===== src/rtl/bconv_engine.sv =====
// Binary-weight KxK convolution engine: streams image columns through a K-column window,
// applies a +1/-1 kernel and reduces through a registered adder tree with output saturation.
module bconv_engine #(
  parameter int unsigned K       = 5,
  parameter int unsigned DW      = 16,
  parameter int unsigned OW      = 16,
  parameter int unsigned DIM_MAX = 64
) (
  input  logic                 clk,
  input  logic                 rstn,
  input  logic                 start,
  input  logic [7:0]           img_w,
  input  logic [7:0]           img_h,
  input  logic                 w_load,
  input  logic                 w_valid,
  input  logic                 w_bit,
  output logic                 w_ready,
  input  logic [K*DW-1:0]      taps,
  input  logic                 tap_valid,
  output logic signed [OW-1:0] dout,
  output logic                 ovalid,
  output logic                 busy,
  output logic                 done
);

  localparam int unsigned NT = K * K;
  localparam int unsigned L  = $clog2(NT);
  localparam int unsigned AW = DW + L + 1;
  localparam int unsigned CW = $clog2(DIM_MAX);
  localparam int unsigned IW = $clog2(NT + 1);
  localparam int unsigned PW = L + 2;

  localparam logic signed [AW-1:0] SAT_HI = AW'({1'b0, {(OW-1){1'b1}}});
  localparam logic signed [AW-1:0] SAT_LO = ~SAT_HI;

  // Operand count at each adder-tree level; level 0 holds the K*K products.
  function automatic int unsigned lvl_cnt(input int unsigned l);
    int unsigned c;
    c = NT;
    for (int unsigned i = 0; i < l; i++) c = (c + 1) / 2;
    return c;
  endfunction

  function automatic int unsigned lvl_off(input int unsigned l);
    int unsigned o;
    o = 0;
    for (int unsigned i = 0; i < l; i++) o = o + lvl_cnt(i);
    return o;
  endfunction

  localparam int unsigned NN = lvl_off(L + 1);

  typedef enum logic [1:0] {S_IDLE, S_RUN, S_DRAIN} state_t;

  state_t              state, state_nxt;
  logic [NT-1:0]       kbits;
  logic [IW-1:0]       kidx;
  logic [CW-1:0]       col, row;
  logic [7:0]          w_lim, h_lim;
  logic [PW-1:0]       vld, lst;
  logic                go, restart, accept;
  logic                win_ok, last_col;
  logic signed [DW-1:0] win [K][K];
  logic signed [AW-1:0] node [NN];
  logic signed [AW-1:0] sum;
  logic signed [OW-1:0] sat;

  assign win_ok   = (col >= CW'(K - 1)) && (row >= CW'(K - 1));
  assign last_col = (8'(col) == w_lim) && (8'(row) == h_lim);
  assign sum      = node[NN-1];
  assign sat      = (sum > SAT_HI) ? OW'(SAT_HI) : (sum < SAT_LO) ? OW'(SAT_LO) : OW'(sum);

  // Kernel bit loader; frozen while a frame is in progress.
  always_ff @(posedge clk or negedge rstn) begin
    if (!rstn) begin
      kbits   <= '0;
      kidx    <= '0;
      w_ready <= 1'b0;
    end else if (!busy) begin
      if (w_load) begin
        kidx    <= '0;
        w_ready <= 1'b0;
      end else if (w_valid && !w_ready) begin
        kbits[kidx] <= w_bit;
        kidx        <= kidx + IW'(1);
        if (kidx == IW'(NT - 1)) w_ready <= 1'b1;
      end
    end
  end

  // Frame FSM next-state and strobes.
  always_comb begin
    state_nxt = state;
    go        = 1'b0;
    restart   = 1'b0;
    accept    = 1'b0;
    case (state)
      S_IDLE: if (start && w_ready) begin
        go        = 1'b1;
        state_nxt = S_RUN;
      end
      S_RUN: if (start) begin
        go      = 1'b1;
        restart = 1'b1;
      end else if (tap_valid) begin
        accept = 1'b1;
        if (last_col) state_nxt = S_DRAIN;
      end
      S_DRAIN: if (start) begin
        go        = 1'b1;
        restart   = 1'b1;
        state_nxt = S_RUN;
      end else if (done) begin
        state_nxt = S_IDLE;
      end
      default: state_nxt = S_IDLE;
    endcase
  end

  always_ff @(posedge clk or negedge rstn) begin
    if (!rstn) begin
      state  <= S_IDLE;
      busy   <= 1'b0;
      col    <= '0;
      row    <= '0;
      w_lim  <= '0;
      h_lim  <= '0;
      vld    <= '0;
      lst    <= '0;
      ovalid <= 1'b0;
      done   <= 1'b0;
      dout   <= '0;
    end else begin
      state <= state_nxt;
      busy  <= (state_nxt != S_IDLE);
      if (go) begin
        w_lim <= img_w - 8'd1;
        h_lim <= img_h - 8'd1;
        col   <= '0;
        row   <= '0;
      end else if (accept) begin
        if (8'(col) == w_lim) begin
          col <= '0;
          row <= row + CW'(1);
        end else begin
          col <= col + CW'(1);
        end
      end
      // A restart kills every window still travelling down the tree.
      if (restart) begin
        vld    <= '0;
        lst    <= '0;
        ovalid <= 1'b0;
        done   <= 1'b0;
      end else begin
        vld    <= {vld[PW-2:0], accept & win_ok};
        lst    <= {lst[PW-2:0], accept & win_ok & last_col};
        ovalid <= vld[PW-1];
        done   <= vld[PW-1] & lst[PW-1];
        if (vld[PW-1]) dout <= sat;
      end
    end
  end

  // Column window, [column][row]; column 0 is the oldest.
  always_ff @(posedge clk or negedge rstn) begin
    if (!rstn) begin
      for (int unsigned c = 0; c < K; c++)
        for (int unsigned r = 0; r < K; r++) win[c][r] <= '0;
    end else if (accept) begin
      for (int unsigned c = 0; c < K - 1; c++)
        for (int unsigned r = 0; r < K; r++) win[c][r] <= win[c+1][r];
      for (int unsigned r = 0; r < K; r++) win[K-1][r] <= taps[(K-1-r)*DW +: DW];
    end
  end

  // Signed products, sign-extended to AW so negating the most negative sample is exact.
  for (genvar kr = 0; kr < K; kr++) begin : g_prow
    for (genvar kc = 0; kc < K; kc++) begin : g_pcol
      localparam int unsigned IDX = kr * K + kc;
      logic signed [AW-1:0] x;
      assign x = AW'(win[kc][kr]);
      always_ff @(posedge clk or negedge rstn) begin
        if (!rstn) node[IDX] <= '0;
        else       node[IDX] <= kbits[IDX] ? x : -x;
      end
    end
  end

  for (genvar l = 0; l < L; l++) begin : g_lvl
    for (genvar j = 0; j < lvl_cnt(l + 1); j++) begin : g_node
      localparam int unsigned SRC = lvl_off(l) + 2 * j;
      localparam int unsigned DST = lvl_off(l + 1) + j;
      if (2 * j + 1 < lvl_cnt(l)) begin : g_add
        always_ff @(posedge clk or negedge rstn) begin
          if (!rstn) node[DST] <= '0;
          else       node[DST] <= node[SRC] + node[SRC+1];
        end
      end else begin : g_pass
        always_ff @(posedge clk or negedge rstn) begin
          if (!rstn) node[DST] <= '0;
          else       node[DST] <= node[SRC];
        end
      end
    end
  end

endmodule


===== config.mk =====
export PLATFORM = sky130hd
export DESIGN_NAME = bconv_engine
export DESIGN_NICKNAME = d
export VERILOG_FILES = /design/src/rtl/bconv_engine.sv
export SDC_FILE = /design/constraint.sdc
export NUM_CORES = 2
export LEC_CHECK = 0
export BUFFER_PORTS_ARGS = -buffer_cell sky130_fd_sc_hd__buf_2
export CELL_PAD_IN_SITES_DETAIL_PLACEMENT = 0
export CELL_PAD_IN_SITES_GLOBAL_PLACEMENT = 1
export CORE_ASPECT_RATIO = 1.5
export CORE_UTILIZATION = 50
export DETAILED_ROUTE_END_ITERATION = 6
export GPL_ROUTABILITY_DRIVEN = 0
export PLACE_DENSITY = 0.85
export REMOVE_ABC_BUFFERS = 1
export SYNTH_ARGS = -nofsm -noshare
export SYNTH_HDL_FRONTEND = slang
export SYNTH_SLANG_ARGS = --single-unit

===== constraint.sdc =====
create_clock -name clk -period 3.74 [get_ports clk]
set_clock_uncertainty 0.1 [all_clocks]
set_input_delay 0.935 -clock clk [delete_from_list [all_inputs] [get_ports clk]]
set_output_delay 0.935 -clock clk [all_outputs]
set_load 0.05 [all_outputs]

==> impl_metrics.yaml <==
sta:
  tightest_slew_ns: 1.119
  post-route-period-util_pct: 86.09
  hold_violations: 0
  slew_headroom_pct: 25.43
  finalSetupViolCount: 0
  finalCriticalPeriod_ns: 3.220
  rsz0062_at_grt: "false"
  timing.fmax_ghz: 0.3106
  slew_violations: 0
synthesis:
  synth_edf_count: 0
  ys_ff_latch: 1638
  yosys.area.top_type: "dfrtp_1"
  synth_top_area_share_pct: 51.02
  synthCells: 7715
  synthFlopType: "dfrtp_1"
  async_reset_ff_share_pct: 100.0
  synth_area_per_cell_um2: 10.41
  synth.distinct_cells: 97
  seq_area_frac_synth_pct: 51.02
  yosys_warnings: 0
  synth.top_cells.by_area: "dfrtp_1, ha_1, nand2_1"
  syn_area_um2: 80340
route:
  vias: 55600
  ant_nets: 0
  drt-wirelength-per-cell_um: 18.29
  first_pass_iters: 7
  drtIter0Drc: 3230
  drc: 9
  viasPerCell: 5.509
  routed_wl_mm: 184.6
setup_path:
  cp.depth: 10
  arrival_ns: 3.77
  path_class: "flip-flop to flip-flop"
  worstSetupStartpoint: "node[176]"
  crit_fanout: 3
  crit_family: "compound AO/OA/AOI/OAI gates"
  worst_setup_path_end_kind: "flip-flop"
  rr_endpoint: "node[108]"
  crit_top_cell: "nor3_1"
  timing.rr.start: "node[176]"
  cp-start-kind: "flip-flop"
  rr_worst_depth: 10
  critPathCapture: "node[108]"
  slowest_stage: "o41ai_2"
  cp_num_buf_inv: 0
  required_ns: 4.30
  r2r_slack_ns: 0.52
  path_cells: "ha_1 > fa_1 > a211oi_2 > nor3_1 > o41ai_2 > nor3_1 > o31a_1 > o31ai_2 > mux2i_1 > o211ai_1"
  worst_path_largest_cell_delay_ns: 0.45
layout:
  drive_above_1_share_pct: 8.365
  nFillCells: 13550
  finalNetCount: 8549
  fin_area_um2: 89250
  area_growth_pct: 11.08
floorplanning:
  die-area_um2: 162300
  core_um2: 159000
  die_w_um: 329.3
  io_pins: 123
  initial_utilization_pct: 50.53
  die_h_um: 492.9
  std_cell_rows: 179
clock_tree:
  clk_pin_slew_ns: 0.07
  cts.sinks: 1638
  cts.path.max_buffers: 3
  cts-root-buf: "clkbuf_16"
  cts_made_buffers: 159
  cts_tree: "built"
  post_cts_resized: 0
  clock_latency_ns: 0.82
  cts-htree-levels: 4
run:
  max_cap_violations: 0
placement:
  dpl_cell_area_um2: 83740
  place.port_buffers: 122
  place_hpwl_mm: 138.8
global_routing:
  grt_max_degree: 165
  grt_pass1_vias: 56350
  antenna_found_initial: 3
  track_usage_pct: 22.94
  grt_pass1_wl_mm: 295.8
  grt_remaining_overflow: 0
pwr:
  power.density_nw_per_um2: 651.6
  peakVddDrop_mv: 0.3907
  p_total_mw: 58.16
  p_leak_nw: 39.33
hold_path:
  hp-class: "input port to flip-flop"
run_status:
  status: "finished, violations left"
  violations: "DRC"
-- Yosys cell counts (31+ instances only) --
cell type and instances:
and3_1 32, o21ai_0 354, nand3_1 80, inv_1 258
nor2b_1 64, o21bai_1 80, xor2_1 405, o21a_1 66
a21oi_1 554, a211oi_1 45, clkbuf_1 187, and2_1 51
a31oi_1 74, ha_1 543, o211ai_1 31, nor3b_1 31
nand2b_1 61, dfrtp_1 1638, nand2_1 1226, mux2_2 106
nor4_1 50, xnor2_1 443, a21o_1 300, nor2_1 414
nor3_1 183
-- metal layers --
metal / GRT usage, % / part of all wire, % / vias up
li1: - / - / 26930
met1: 27.89 / 41 / 27240
met2: 40.66 / 51 / 1042
met3: 2.874 / 3.3 / 385
met4: 9.881 / 4.4 / 2
met5: 0 / 0.0060 / -
-- flip-flops by register name, indices dropped and copies added (netlist names) --
name / flops
row: 6
kbits: 25
state: 2
lst: 7
kidx: 5
sum: 22
w_lim: 8
node: 1122
ovalid: 1
busy: 1
h_lim: 8
vld: 7
done: 1
dout: 16
w_ready: 1
col: 6
g_prow.g_pcol.x: 400
-- layout by cell type (no fill, tap or decap), types with 64 or more instances in the layout --
| cell | Yosys | routed |
|---|---|---|
| a21o_1 | 300 | 300 |
| a21oi_1 | 554 | 554 |
| a31oi_1 | 74 | 74 |
| buf_2 | 2 | 121 |
| buf_4 | 5 | 70 |
| clkbuf_16 | 0 | 162 |
| dfrtp_1 | 1638 | 1638 |
| ha_1 | 543 | 543 |
| inv_1 | 258 | 258 |
| mux2_2 | 106 | 106 |
| nand2_1 | 1226 | 1226 |
| nand3_1 | 80 | 80 |
| nor2_1 | 414 | 413 |
| nor2b_1 | 64 | 64 |
| nor3_1 | 183 | 183 |
| o21a_1 | 66 | 66 |
| o21ai_0 | 354 | 354 |
| o21bai_1 | 80 | 80 |
| xnor2_1 | 443 | 443 |
| xor2_1 | 405 | 405 |
-- power by group --
part           total [mW]  switching (mW)  internal [mW]
Combinational        19.0            10.8           8.23
Clock                16.8            7.00           9.76
Sequential           22.4            1.82           20.6
Total                58.2            19.6           38.6
-- worst min-delay path by stage --
| stage | startpoint | endpoint | slack [ns] | cells past startpoint |
|---|---|---|---|---|
| floorplan | node[308] | node[154] | 0.23 | 0 |
| global placement | node[613] | node[327] | 0.23 | 0 |
| finish | taps[62] | g_prow[1].g_pcol[4].x[14] | 0.22 | 3 |
| global route | taps[35] | g_prow[2].g_pcol[4].x[3] | 0.19 | 3 |
| detailed placement | node[606] | node[320] | 0.23 | 0 |
| CTS | taps[62] | g_prow[1].g_pcol[4].x[14] | 0.16 | 3 |
-- per-stage QoR --
| step | util (%) | instances | hold WS [ns] | setup WS, ns | setup TNS, ns |
|---|---|---|---|---|---|
| global placement | 52.66 | 9798 | 0.2318 | 0.5049 | 0 |
| global route | 56.13 | 10090 | 0.1946 | 0.3994 | 0 |
| detailed placement | 52.66 | 9798 | 0.2347 | 0.5478 | 0 |
| finish | 56.13 | 10090 | 0.2174 | 0.5203 | 0 |
| CTS | 56.12 | 10090 | 0.1601 | 0.5097 | 0 |
| floorplan | - | 7502 | 0.2312 | -15.09 | -5094.09 |
-- worst min-delay path, delay by kind of cell --
family / cells / cell delay [ns]
buffers and inverters: 1 / 0.07
AND/OR/NAND/NOR: 2 / 0.08
-- kinds of logic (layout without fill, tap and decap cells) --
| logic type | after synthesis | count (layout) | share of synthesized area (%) |
|---|---|---|---|
| flops | 1638 | 1638 | 51.02 |
| simple gates | 2302 | 2302 | 12.65 |
| other cells | 0 | 1 | 0 |
| fa+ha+maj | 567 | 567 | 9.054 |
| xor+xnor | 849 | 849 | 9.264 |
| compound gates | 1777 | 1777 | 14.22 |
| buf+inv | 471 | 766 | 2.246 |
| mux | 111 | 111 | 1.548 |
-- repair_timing --
item / in CTS / in global routing
setup buffers: 0 / 0
hold buffers: 1 / 0
hold endpoints to repair: 15 / 0
-- final cells by class --
type	count	area [um2]	area share [%]
diodes	1	2.502	0.002804
clock inverters	78	998.5	1.119
well taps	2081	2604	2.917
repair buffers	216	1622	1.817
inverters	258	968.4	1.085
flip-flops and latches	1638	40990	45.93
clock buffers	214	4499	5.041
multi-input cells	5606	37560	42.09
Note: power is estimated with default switching activity, not from simulation.
